<file path="src/rtl/spi_resp_pkg.sv">
// Shared types and command-byte field positions for the SPI register responder.
package spi_resp_pkg;

  localparam int unsigned DATA_W       = 8;
  localparam int unsigned CMD_ADDR_MSB = 7;
  localparam int unsigned CMD_ADDR_LSB = 3;
  localparam int unsigned CMD_DIR_BIT  = 1;

  typedef enum logic [1:0] {
    IDLE = 2'd0,
    CMD  = 2'd1,
    WR   = 2'd2,
    RD   = 2'd3
  } state_e;

endpackage

</file>
<file path="src/rtl/spi_sync_edge.sv">
// Multi-flop synchronizer for one asynchronous pin, with rise/fall detect on the
// last two synchronized samples.
module spi_sync_edge #(
  parameter int unsigned STAGES  = 2,
  parameter bit          RST_VAL = 1'b0
) (
  input  logic clk,
  input  logic rst_n,
  input  logic din,
  output logic rise_c,
  output logic fall_c
);

  logic [STAGES-1:0] chain_q;
  logic              prev_q;

  always_ff @(posedge clk or negedge rst_n) begin
    if (!rst_n) begin
      chain_q <= {STAGES{RST_VAL}};
      prev_q  <= RST_VAL;
    end else begin
      chain_q <= {chain_q[STAGES-2:0], din};
      prev_q  <= chain_q[STAGES-1];
    end
  end

  assign rise_c =  chain_q[STAGES-1] & ~prev_q;
  assign fall_c = ~chain_q[STAGES-1] &  prev_q;

endmodule

</file>
<file path="src/rtl/spi_responder_regs.sv">
// SPI mode-0 responder exposing a register bank through a command-byte protocol,
// with a local-side read/write port and write/read strobes toward the fabric.
module spi_responder_regs
  import spi_resp_pkg::*;
#(
  parameter int unsigned ADDR_W      = 5,
  parameter int unsigned DATA_W      = spi_resp_pkg::DATA_W,
  parameter int unsigned STATUS_ADDR = 25,
  parameter int unsigned SYNC_STAGES = 2
) (
  input  logic              clk_clk,
  input  logic              reset_reset_n,
  input  logic              spi0_SCLK,
  input  logic              spi0_MOSI,
  input  logic              spi0_SS_n,
  output logic              spi0_MISO,
  output logic              miso_oe,
  input  logic [ADDR_W-1:0] loc_addr,
  input  logic [DATA_W-1:0] loc_wdata,
  input  logic              loc_we,
  output logic [DATA_W-1:0] loc_rdata,
  output logic              wr_strobe,
  output logic [ADDR_W-1:0] wr_addr,
  output logic [DATA_W-1:0] wr_data,
  output logic              rd_strobe,
  output logic              busy
);

  localparam int unsigned       NREGS      = 1 << ADDR_W;
  localparam int unsigned       CNT_W      = 3;
  localparam logic [ADDR_W-1:0] STATUS_IDX = ADDR_W'(STATUS_ADDR);

  logic sclk_rise_c, sclk_fall_c, ss_rise_c, ss_fall_c;
  logic [SYNC_STAGES-1:0] mosi_q;
  logic                   mosi_s;

  state_e             state_q, state_d;
  logic [CNT_W-1:0]   bit_cnt_q;
  logic [DATA_W-1:0]  rx_q, tx_q, rx_next_c;
  logic [ADDR_W-1:0]  addr_q, cmd_addr_c;
  logic               cmd_dir_c, byte_done_q, last_bit_c, spi_we_c;
  logic [DATA_W-1:0]  regs_q [NREGS];

  spi_sync_edge #(.STAGES(SYNC_STAGES), .RST_VAL(1'b0)) u_sclk_sync (
    .clk    (clk_clk),
    .rst_n  (reset_reset_n),
    .din    (spi0_SCLK),
    .rise_c (sclk_rise_c),
    .fall_c (sclk_fall_c)
  );

  // SS_n idles high, so its chain resets high to avoid a false select at reset release.
  spi_sync_edge #(.STAGES(SYNC_STAGES), .RST_VAL(1'b1)) u_ss_sync (
    .clk    (clk_clk),
    .rst_n  (reset_reset_n),
    .din    (spi0_SS_n),
    .rise_c (ss_rise_c),
    .fall_c (ss_fall_c)
  );

  always_ff @(posedge clk_clk or negedge reset_reset_n) begin
    if (!reset_reset_n) mosi_q <= '0;
    else                mosi_q <= {mosi_q[SYNC_STAGES-2:0], spi0_MOSI};
  end

  assign mosi_s     = mosi_q[SYNC_STAGES-1];
  assign rx_next_c  = {rx_q[DATA_W-2:0], mosi_s};
  assign cmd_addr_c = ADDR_W'(rx_next_c[CMD_ADDR_MSB:CMD_ADDR_LSB]);
  assign cmd_dir_c  = rx_next_c[CMD_DIR_BIT];
  assign last_bit_c = sclk_rise_c && !ss_rise_c && (state_q != IDLE) &&
                      (bit_cnt_q == CNT_W'(7));
  assign spi_we_c   = last_bit_c && (state_q == WR);

  always_ff @(posedge clk_clk or negedge reset_reset_n) begin
    if (!reset_reset_n) state_q <= IDLE;
    else                state_q <= state_d;
  end

  always_comb begin
    state_d = state_q;
    if (ss_rise_c) begin
      state_d = IDLE;
    end else begin
      case (state_q)
        IDLE:    if (ss_fall_c) state_d = CMD;
        CMD:     if (last_bit_c) state_d = cmd_dir_c ? WR : RD;
        default: state_d = state_q;
      endcase
    end
  end

  // Serial datapath: shift in on SCLK rise, shift out on SCLK fall.
  always_ff @(posedge clk_clk or negedge reset_reset_n) begin
    if (!reset_reset_n) begin
      bit_cnt_q   <= '0;
      rx_q        <= '0;
      tx_q        <= '0;
      addr_q      <= '0;
      byte_done_q <= 1'b0;
      spi0_MISO   <= 1'b0;
      miso_oe     <= 1'b0;
      wr_strobe   <= 1'b0;
      wr_addr     <= '0;
      wr_data     <= '0;
      rd_strobe   <= 1'b0;
      busy        <= 1'b0;
    end else begin
      wr_strobe <= 1'b0;
      rd_strobe <= 1'b0;
      busy      <= (state_d != IDLE);
      if (ss_rise_c) begin
        bit_cnt_q   <= '0;
        byte_done_q <= 1'b0;
        spi0_MISO   <= 1'b0;
        miso_oe     <= 1'b0;
      end else if (state_q == IDLE) begin
        if (ss_fall_c) begin
          tx_q        <= regs_q[STATUS_IDX];
          spi0_MISO   <= regs_q[STATUS_IDX][DATA_W-1];
          miso_oe     <= 1'b1;
          bit_cnt_q   <= '0;
          byte_done_q <= 1'b0;
        end
      end else if (sclk_rise_c) begin
        rx_q      <= rx_next_c;
        bit_cnt_q <= bit_cnt_q + CNT_W'(1);
        if (last_bit_c) begin
          byte_done_q <= 1'b1;
          case (state_q)
            CMD: begin
              addr_q <= cmd_addr_c;
              if (!cmd_dir_c) begin
                tx_q      <= regs_q[cmd_addr_c];
                rd_strobe <= 1'b1;
              end
            end
            WR: begin
              wr_strobe <= 1'b1;
              wr_addr   <= addr_q;
              wr_data   <= rx_next_c;
            end
            RD: begin
              tx_q      <= regs_q[addr_q];
              rd_strobe <= 1'b1;
            end
            default: ;
          endcase
        end
      end else if (sclk_fall_c) begin
        // The first fall after a byte boundary presents the freshly loaded MSB.
        if (byte_done_q) begin
          spi0_MISO   <= tx_q[DATA_W-1];
          byte_done_q <= 1'b0;
        end else begin
          spi0_MISO <= tx_q[DATA_W-2];
          tx_q      <= {tx_q[DATA_W-2:0], 1'b0};
        end
      end
    end
  end

  // SPI write is applied after the local write so it wins on an address collision.
  always_ff @(posedge clk_clk or negedge reset_reset_n) begin
    if (!reset_reset_n) begin
      for (int unsigned i = 0; i < NREGS; i++) regs_q[i] <= '0;
    end else begin
      if (loc_we)   regs_q[loc_addr] <= loc_wdata;
      if (spi_we_c) regs_q[addr_q]   <= rx_next_c;
    end
  end

  always_ff @(posedge clk_clk or negedge reset_reset_n) begin
    if (!reset_reset_n) loc_rdata <= '0;
    else                loc_rdata <= regs_q[loc_addr];
  end

endmodule
</file>
<file path="config.mk">
export PLATFORM = sky130hd
export DESIGN_NAME = spi_responder_regs
export DESIGN_NICKNAME = d
export VERILOG_FILES = /design/src/rtl/spi_resp_pkg.sv /design/src/rtl/spi_sync_edge.sv /design/src/rtl/spi_responder_regs.sv
export SDC_FILE = /design/constraint.sdc
export NUM_CORES = 1
export LEC_CHECK = 0
export CAP_MARGIN = 30
export CORE_MARGIN = 8
export CORE_UTILIZATION = 40
export DETAILED_ROUTE_END_ITERATION = 8
export HOLD_SLACK_MARGIN = 0.06
export PLACE_DENSITY = 0.61
export SLEW_MARGIN = 10
export SYNTH_ARGS = -nofsm -noshare
export SYNTH_HDL_FRONTEND = slang
export SYNTH_SLANG_ARGS = --single-unit
</file>
<file path="constraint.sdc">
create_clock -name clk_clk -period 2.55 [get_ports clk_clk]
set_input_delay 0.765 -clock clk_clk [delete_from_list [all_inputs] [get_ports clk_clk]]
set_output_delay 0.765 -clock clk_clk [all_outputs]
set_load 0.01 [all_outputs]
</file>
# ---- Word level (Yosys, flattened, before mapping)
# Index checks and enable logic that the tools add are counted.
dict set report totals {
  elab_cells 166
  romBits 0
  ram_bits 0
  memories 0
  latch_bits 0
  register_bits 316
  out_inout_bits 26
  inputBits 19
}
dict set report op_classes {
  n_div 0
  n_shift 0
  mul 0
  eq_ne 12
  mux 60
  bitwise 13
  n_addsub 1
  order_cmp 5
  n_reduce_logical 24
}
# op count
set op_table {}
lappend op_table {{256-bit bitwise mux} 2}
lappend op_table {{256-bit 2-to-1 mux} 2}
lappend op_table {{8-bit binary-select mux with 5-bit select} 3}
lappend op_table {{8-bit 2-to-1 mux} 15}
lappend op_table {{8-bit demux with 5-bit select} 2}
lappend op_table {{1-bit 2-to-1 mux} 26}
lappend op_table {{6-bit greater-or-equal comparator, second input constant} 3}
lappend op_table {{5-bit inverter with 6-bit output} 3}
lappend op_table {{8-bit case mux with 2 select lines} 1}
lappend op_table {{6-bit by 1-bit < comparator with 1-bit output, second input constant} 2}
lappend op_table {{3-bit 2-to-1 mux} 4}
lappend op_table {{5-bit AND reduction} 2}
lappend op_table {{3-bit AND reduction} 3}
lappend op_table {{3-bit nonzero test} 3}
lappend op_table {{4-bit by 1-bit inequality test with 1-bit output, second input constant} 2}
lappend op_table {{2-bit nonzero test} 4}
lappend op_table {{7-bit AND reduction} 1}
lappend op_table {{1-bit logical AND} 6}
lappend op_table {{2-bit 2-to-1 mux} 3}
lappend op_table {{3-bit by 1-bit inequality test with 1-bit output, second input constant} 2}
lappend op_table {{1-bit inverter} 6}
lappend op_table {{1-bit bitwise AND} 4}
lappend op_table {{2-bit equality test, second input constant} 2}
lappend op_table {{4-bit inequality test, second input constant} 1}
lappend op_table {{12 further kinds} 13}

# ---- Longest topological paths before layout
dict set report logic_depth {
  depth_word 10
  mapped_depth 10
  ltp_nobuf 8
}

# ---- Modules after synthesis
# From an unflattened synthesis, not the netlist that was laid out.
dict set report hier_totals {
  hier_cells 1895
  area_unflattened_um2 20723.6
}
# mod cells_per_inst area_per_inst_um2 seq_area_each_um2 n_inst
set by_module_without_submodules {}
lappend by_module_without_submodules {spi_responder_regs 1885 20539.7 7757.4 1}
lappend by_module_without_submodules {{spi_sync_edge at u_ss_sync} 5 93.8 78.8 1}
lappend by_module_without_submodules {{spi_sync_edge at u_sclk_sync} 5 90.1 75.1 1}

# ---- Least setup slack after synthesis
# Ideal clock, no wire load.
dict set report synth_path {
  path_type {input-to-reg}
  start {in loc_addr[0]}
  end {reg loc_rdata[5]}
  slack_ns 0.137
  required_time_ns 2.415
  t_arrival_ns 2.278
  path_stages 5
  path_buffers 2
  setup_time_ns 0.135
  path_cell_list {clkbuf_1 -> clkbuf_1 -> mux4_2 -> a22oi_1 -> nand4_1}
}
dict set report synth_between {
  elab_chain_len 4
}
# item line_no
set synth_rtl {}
lappend synth_rtl {{from (decl)} spi_responder_regs.sv:18} ;# input logic [ADDR_W-1:0] loc_addr,
lappend synth_rtl {{5-bit inverter with 6-bit output (not written as such)} spi_responder_regs.sv:174} ;# else loc_rdata <= regs_q[loc_addr];
lappend synth_rtl {{8-bit binary-select mux with 5-bit select} spi_responder_regs.sv:174}
lappend synth_rtl {{8-bit 2-to-1 mux (not written as such) (2 in a row)} spi_responder_regs.sv:174}
lappend synth_rtl {{to (signal assigned)} spi_responder_regs.sv:174}
lappend synth_rtl {{to (decl)} spi_responder_regs.sv:21} ;# output logic [DATA_W-1:0] loc_rdata,
# No other way between the ends. The select of a mux whose other input is x is not followed.
# A chain may end at the register's enable or synchronous reset.

# ---- Worst setup path in the final report
dict set report layout_path {
  start {reg rx_q[2]}
  end {reg tx_q[3]}
}
dict set report layout_between {
  elab_chain_len 9
}
# item line_no
set layout_rtl {}
lappend layout_rtl {{from (decl)} spi_responder_regs.sv:39} ;# logic [DATA_W-1:0] rx_q, tx_q, rx_next_c;
lappend layout_rtl {{from (signal assigned)} spi_responder_regs.sv:125} ;# rx_q <= rx_next_c;
lappend layout_rtl {{5-bit inverter with 6-bit output (not written as such)} spi_responder_regs.sv:133} ;# tx_q <= regs_q[cmd_addr_c];
lappend layout_rtl {{8-bit binary-select mux with 5-bit select} spi_responder_regs.sv:133}
lappend layout_rtl {{8-bit 2-to-1 mux (not written as such) (2 in a row)} spi_responder_regs.sv:133}
lappend layout_rtl {{8-bit 2-to-1 mux} spi_responder_regs.sv:132} ;# if (!cmd_dir_c) begin
lappend layout_rtl {{8-bit case mux with 2 select lines} spi_responder_regs.sv:129} ;# case (state_q)
lappend layout_rtl {{8-bit 2-to-1 mux} spi_responder_regs.sv:127} ;# if (last_bit_c) begin
lappend layout_rtl {{8-bit 2-to-1 mux} spi_responder_regs.sv:124} ;# end else if (sclk_rise_c) begin
lappend layout_rtl {{8-bit 2-to-1 mux} spi_responder_regs.sv:116} ;# end else if (state_q == IDLE) begin
lappend layout_rtl {{to (signal assigned)} spi_responder_regs.sv:118} ;# tx_q <= regs_q[STATUS_IDX];
lappend layout_rtl {{to (signal assigned)} spi_responder_regs.sv:133}
lappend layout_rtl {{to (signal assigned)} spi_responder_regs.sv:143} ;# tx_q <= regs_q[addr_q];
lappend layout_rtl {{to (decl)} spi_responder_regs.sv:39}
# No other way between the ends. The select of a mux whose other input is x is not followed.

==> summary.txt <==
Run status
  – Status: finished with violations
  – Failing checks: setup timing

Timing
  – Setup-failing EPs final: 1
  – Max Clock Skew: 16.9 ps
  – Worst Max-Slew Pin Slew: 673 ps
  – Fmax: 390 MHz
  – Min cycle time layout: 2560 ps
  – Part of the cycle the worst path needs: 101%
  – Setup tns final: -14.6 ps
  – Count of pins over their slew limit: 0
  – Final WS setup: -14.6 ps
  – RSZ-0062 raised after global routing: true
  – Rel. slew slack: 55.1%
  – Hold Vio Cnt, Final: 0

Yosys
  – Xor/xnor share of the synthesized area: 0.0424%
  – Count leader, synth: dfrtp_1
  – Avg Inst Size Synth: 11.0 µm²
  – Top FF cell, synth: dfrtp_1
  – Number of synthesized flops with an enable pin: 0
  – Ys Warns: 0
  – Mux cell area share after synthesis: 36.9%
  – Post-synthesis adder-cell area fraction: 0.364%
  – Async set-or-reset flop fraction in the synthesized netlist: 100%
  – Register area share after synthesis: 38.3%
  – #FFs+latches synth: 316
  – Post-synthesis compound-gate area fraction: 10.7%
  – Netlist cell types: 57
  – Synth area leaders: dfrtp_1 38%, mux4_2 20%, mux2i_1 14%
  – Post-synth top area cell: dfrtp_1
  – Syn nets: 1899
  – Cell area after synthesis: 20600 µm²
  – Largest family of logic cells by synthesized area: multiplexers
  – Synth Area in Simple Gates: 9.67%
  – Most instantiated cells after synthesis: 313 x dfrtp_1, 296 x nor2_1, 295 x mux2i_1
  – Synth Instances: 1874
  – Share of the synthesized area in the top cell type: 37.9%

Setup path
  – Crit-path most repeated cell: o211ai_1
  – Critical Path RT: 2980 ps
  – Setup crit end kind: flop
  – Slowest Stage Delay on Critical Path: 540 ps
  – Critical path's slowest cell: mux4_2
  – Setup crit start kind: flop
  – FF-to-FF Start: rx_q[2]
  – Reg2reg end: tx_q[3]
  – Worst reg2reg setup slack: -10 ps
  – Crit Path Max Fanout: 13
  – Critical path's top delay family: multiplexers
  – Arr. time, crit path: 2990 ps
  – Critical-path cell list: buf_12 > buf_4 > mux4_2 > mux2i_1 > o211ai_1 > a32oi_1 > o211ai_1
  – Path depth of the worst reg2reg path: 7
  – Critical path type: reg -> reg
  – Buffering stage count on the worst path with inverters included: 2

Clock network
  – Clock tree root driver cell: clkbuf_16
  – Longest Clk Path Bufs: 3
  – H-tree Lvls: 2
  – Clk sinks: 316
  – Reg clk slew, reported paths: 60 ps
  – TritonCTS buffer count: 39
  – Clk_lat worst skew: 570 ps
  – CTS tree: done
  – Hold Buf Count CTS: 0

Power and ir drop
  – Combinational power share: 35.0%
  – Switch Pwr: 7.12 mW
  – Power Total: 19.6 mW
  – Clock network fraction of design power: 28.3%
  – Max VDD drop: 0.000440 V
  – Pwr Density: 788 nW/µm²
  – Sw Share: 36.3%
  – Int Power: 12.5 mW
  – Lkg Pwr: 9.68 nW
  – Sequential Power Share: 36.8%

Detailed routing
  – DR vias/cell: 6.42
  – DRC: 0
  – Via count: 17500
  – Total routed wirelength: 79100 µm
  – ANT nets after route: 0
  – Iteration-0 DRC Markers: 2036
  – WL per Instance: 29.0 µm
  – Drt first pass iters: 5

Global route
  – Remaining global-route overflow: 0
  – Initial antenna violation count: 1
  – First-pass GRT wire length: 118000 µm
  – Global-route usage over all layers: 26.2%
  – Largest net degree at the start of global routing: 50
  – Vias in the first global route: 17000

Layout
  – End-of-flow core utilization: 48.5%
  – Fraction of layout cells with a size suffix above 1: 27.6%
  – Antenna cells: 0
  – Final nets: 2048
  – Final Instance Area: 24900 µm²
  – Area Growth Syn to Fin: 20.4%

Placement
  – Post-DP Area: 23500 µm²
  – HPWL after DPL: 56200 µm
  – Gpl congestion: 1.02
  – PortBufs: 44

Floorplanning
  – Num rows: 83
  – Die area: 59100 µm²
  – Io pins: 45
  – Die Ht: 243 µm
  – Die X: 243 µm
  – Placeable Area: 51200 µm²
  – Starting Density: 40.3%

Flow run
  – MaxCap Viol Count: 0

Worst hold path
  – Min-delay worst type: in -> async
worst reg2reg max path: cells and delay by family, from the launching register on:
family | cells | cell delay (ps)
compound gates | 3 | 700
buf+inv | 2 | 400
flops | 1 | 530
mux | 2 | 810
worst max path at each step:
stage | to | startpoint | depth (start not counted)
6_report | tx_q[3] | rx_q[2] | 7
5_1_grt | tx_q[3] | rx_q[2] | 7
4_1_cts | tx_q[6] | rx_q[2] | 5
3_5_place_dp | regs_q[205] | loc_addr[2] | 6
3_3_place_gp | regs_q[195] | loc_addr[2] | 6
2_1_floorplan | loc_rdata[5] | loc_addr[0] | 5
cell usage in the layout, fill, tap and decap left out, types with 4 or more instances in the layout:
cell type | Yosys | layout
a2111oi_0 | 4 | 4
nand3_1 | 37 | 37
o31ai_1 | 5 | 4
clkbuf_16 | 0 | 42
dfrtp_4 | 0 | 4
a22o_1 | 8 | 8
and2_1 | 5 | 5
mux2_2 | 38 | 38
a211oi_1 | 7 | 6
nor2_2 | 6 | 6
mux2i_1 | 295 | 295
nor2_1 | 296 | 296
ha_1 | 6 | 6
nand2_1 | 42 | 42
dfrtp_1 | 313 | 306
a21oi_1 | 276 | 276
o21ai_0 | 11 | 11
buf_4 | 10 | 198
inv_1 | 9 | 9
clkbuf_1 | 112 | 6
buf_12 | 0 | 46
o211ai_1 | 8 | 8
nand3b_1 | 4 | 4
nand2b_1 | 5 | 5
nor2b_1 | 12 | 12
nor3_1 | 8 | 7
a22oi_1 | 41 | 40
nand4_1 | 16 | 16
clkdlybuf4s50_1 | 0 | 41
clkinv_2 | 0 | 13
and3b_1 | 4 | 4
mux4_2 | 187 | 188
nor3b_1 | 4 | 4
a221oi_1 | 7 | 7
logic make-up (layout without fill, tap and decap cells):
kind of cell	count (synthesis)	count (layout)
muxes	521	521
and+or+nand+nor	455	455
DFF	316	316
AOI/OAI and AO/OA	385	385
adders and majority gates	6	6
xor gates and xnor gates	1	1
buffers and inverters	190	366
power groups by stage:
stage,clock (mW),sequential [mW],combinational (mW)
floorplan,0,6.58,4.24
global placement,0,7.14,6.51
detailed placement,0,7.21,6.58
CTS,5.62,7.13,6.61
global route,5.81,7.29,7.12
finish,5.54,7.21,6.85
flip-flops by register name (all words and copies together), names as in the netlist, 3 cells and up:
signal	cells
wr_data	8
loc_rdata	8
regs_q	256
addr_q	5
tx_q	8
wr_addr	5
bit_cnt_q	3
rx_q	7
metrics by stage:
step / setup slack (ps) / std cells / hold WS [ps]
5_1_grt: -14.8 / 2730 / 126
6_report: -14.6 / 2730 / 114
2_1_floorplan: 137 / 1874 / 331
3_3_place_gp: -114 / 2654 / 343
4_1_cts: 17.0 / 2722 / 108
3_5_place_dp: -205 / 2654 / 346
final cells by class:
cell class	instances	area, µm²
fillers	4626	26300
multi-input cells	1368	11900
flip-flops and latches	316	7930
repair buffers	289	2880
clock buffers	50	1090
well taps	680	851
clock inverters	18	148
inverters	9	33.8
routing by layer:
layer	vias up	GRT usage [%]	wire [µm]
met2	1059	41.0	36400
met3	201	5.52	7520
li1	7328	-	-
met1	8932	35.0	31300
met5	-	0	0
met4	0	11.0	3830
repair_timing:
| action | CTS | global route |
|---|---|---|
| setup endpoints to repair | 0 | 6 |
| setup buffers | 0 | 7 |
| endpoints found under the hold margin | 0 | 0 |
| resized for setup | 0 | 7 |
No activity file was read; power rests on OpenSTA's default activity.
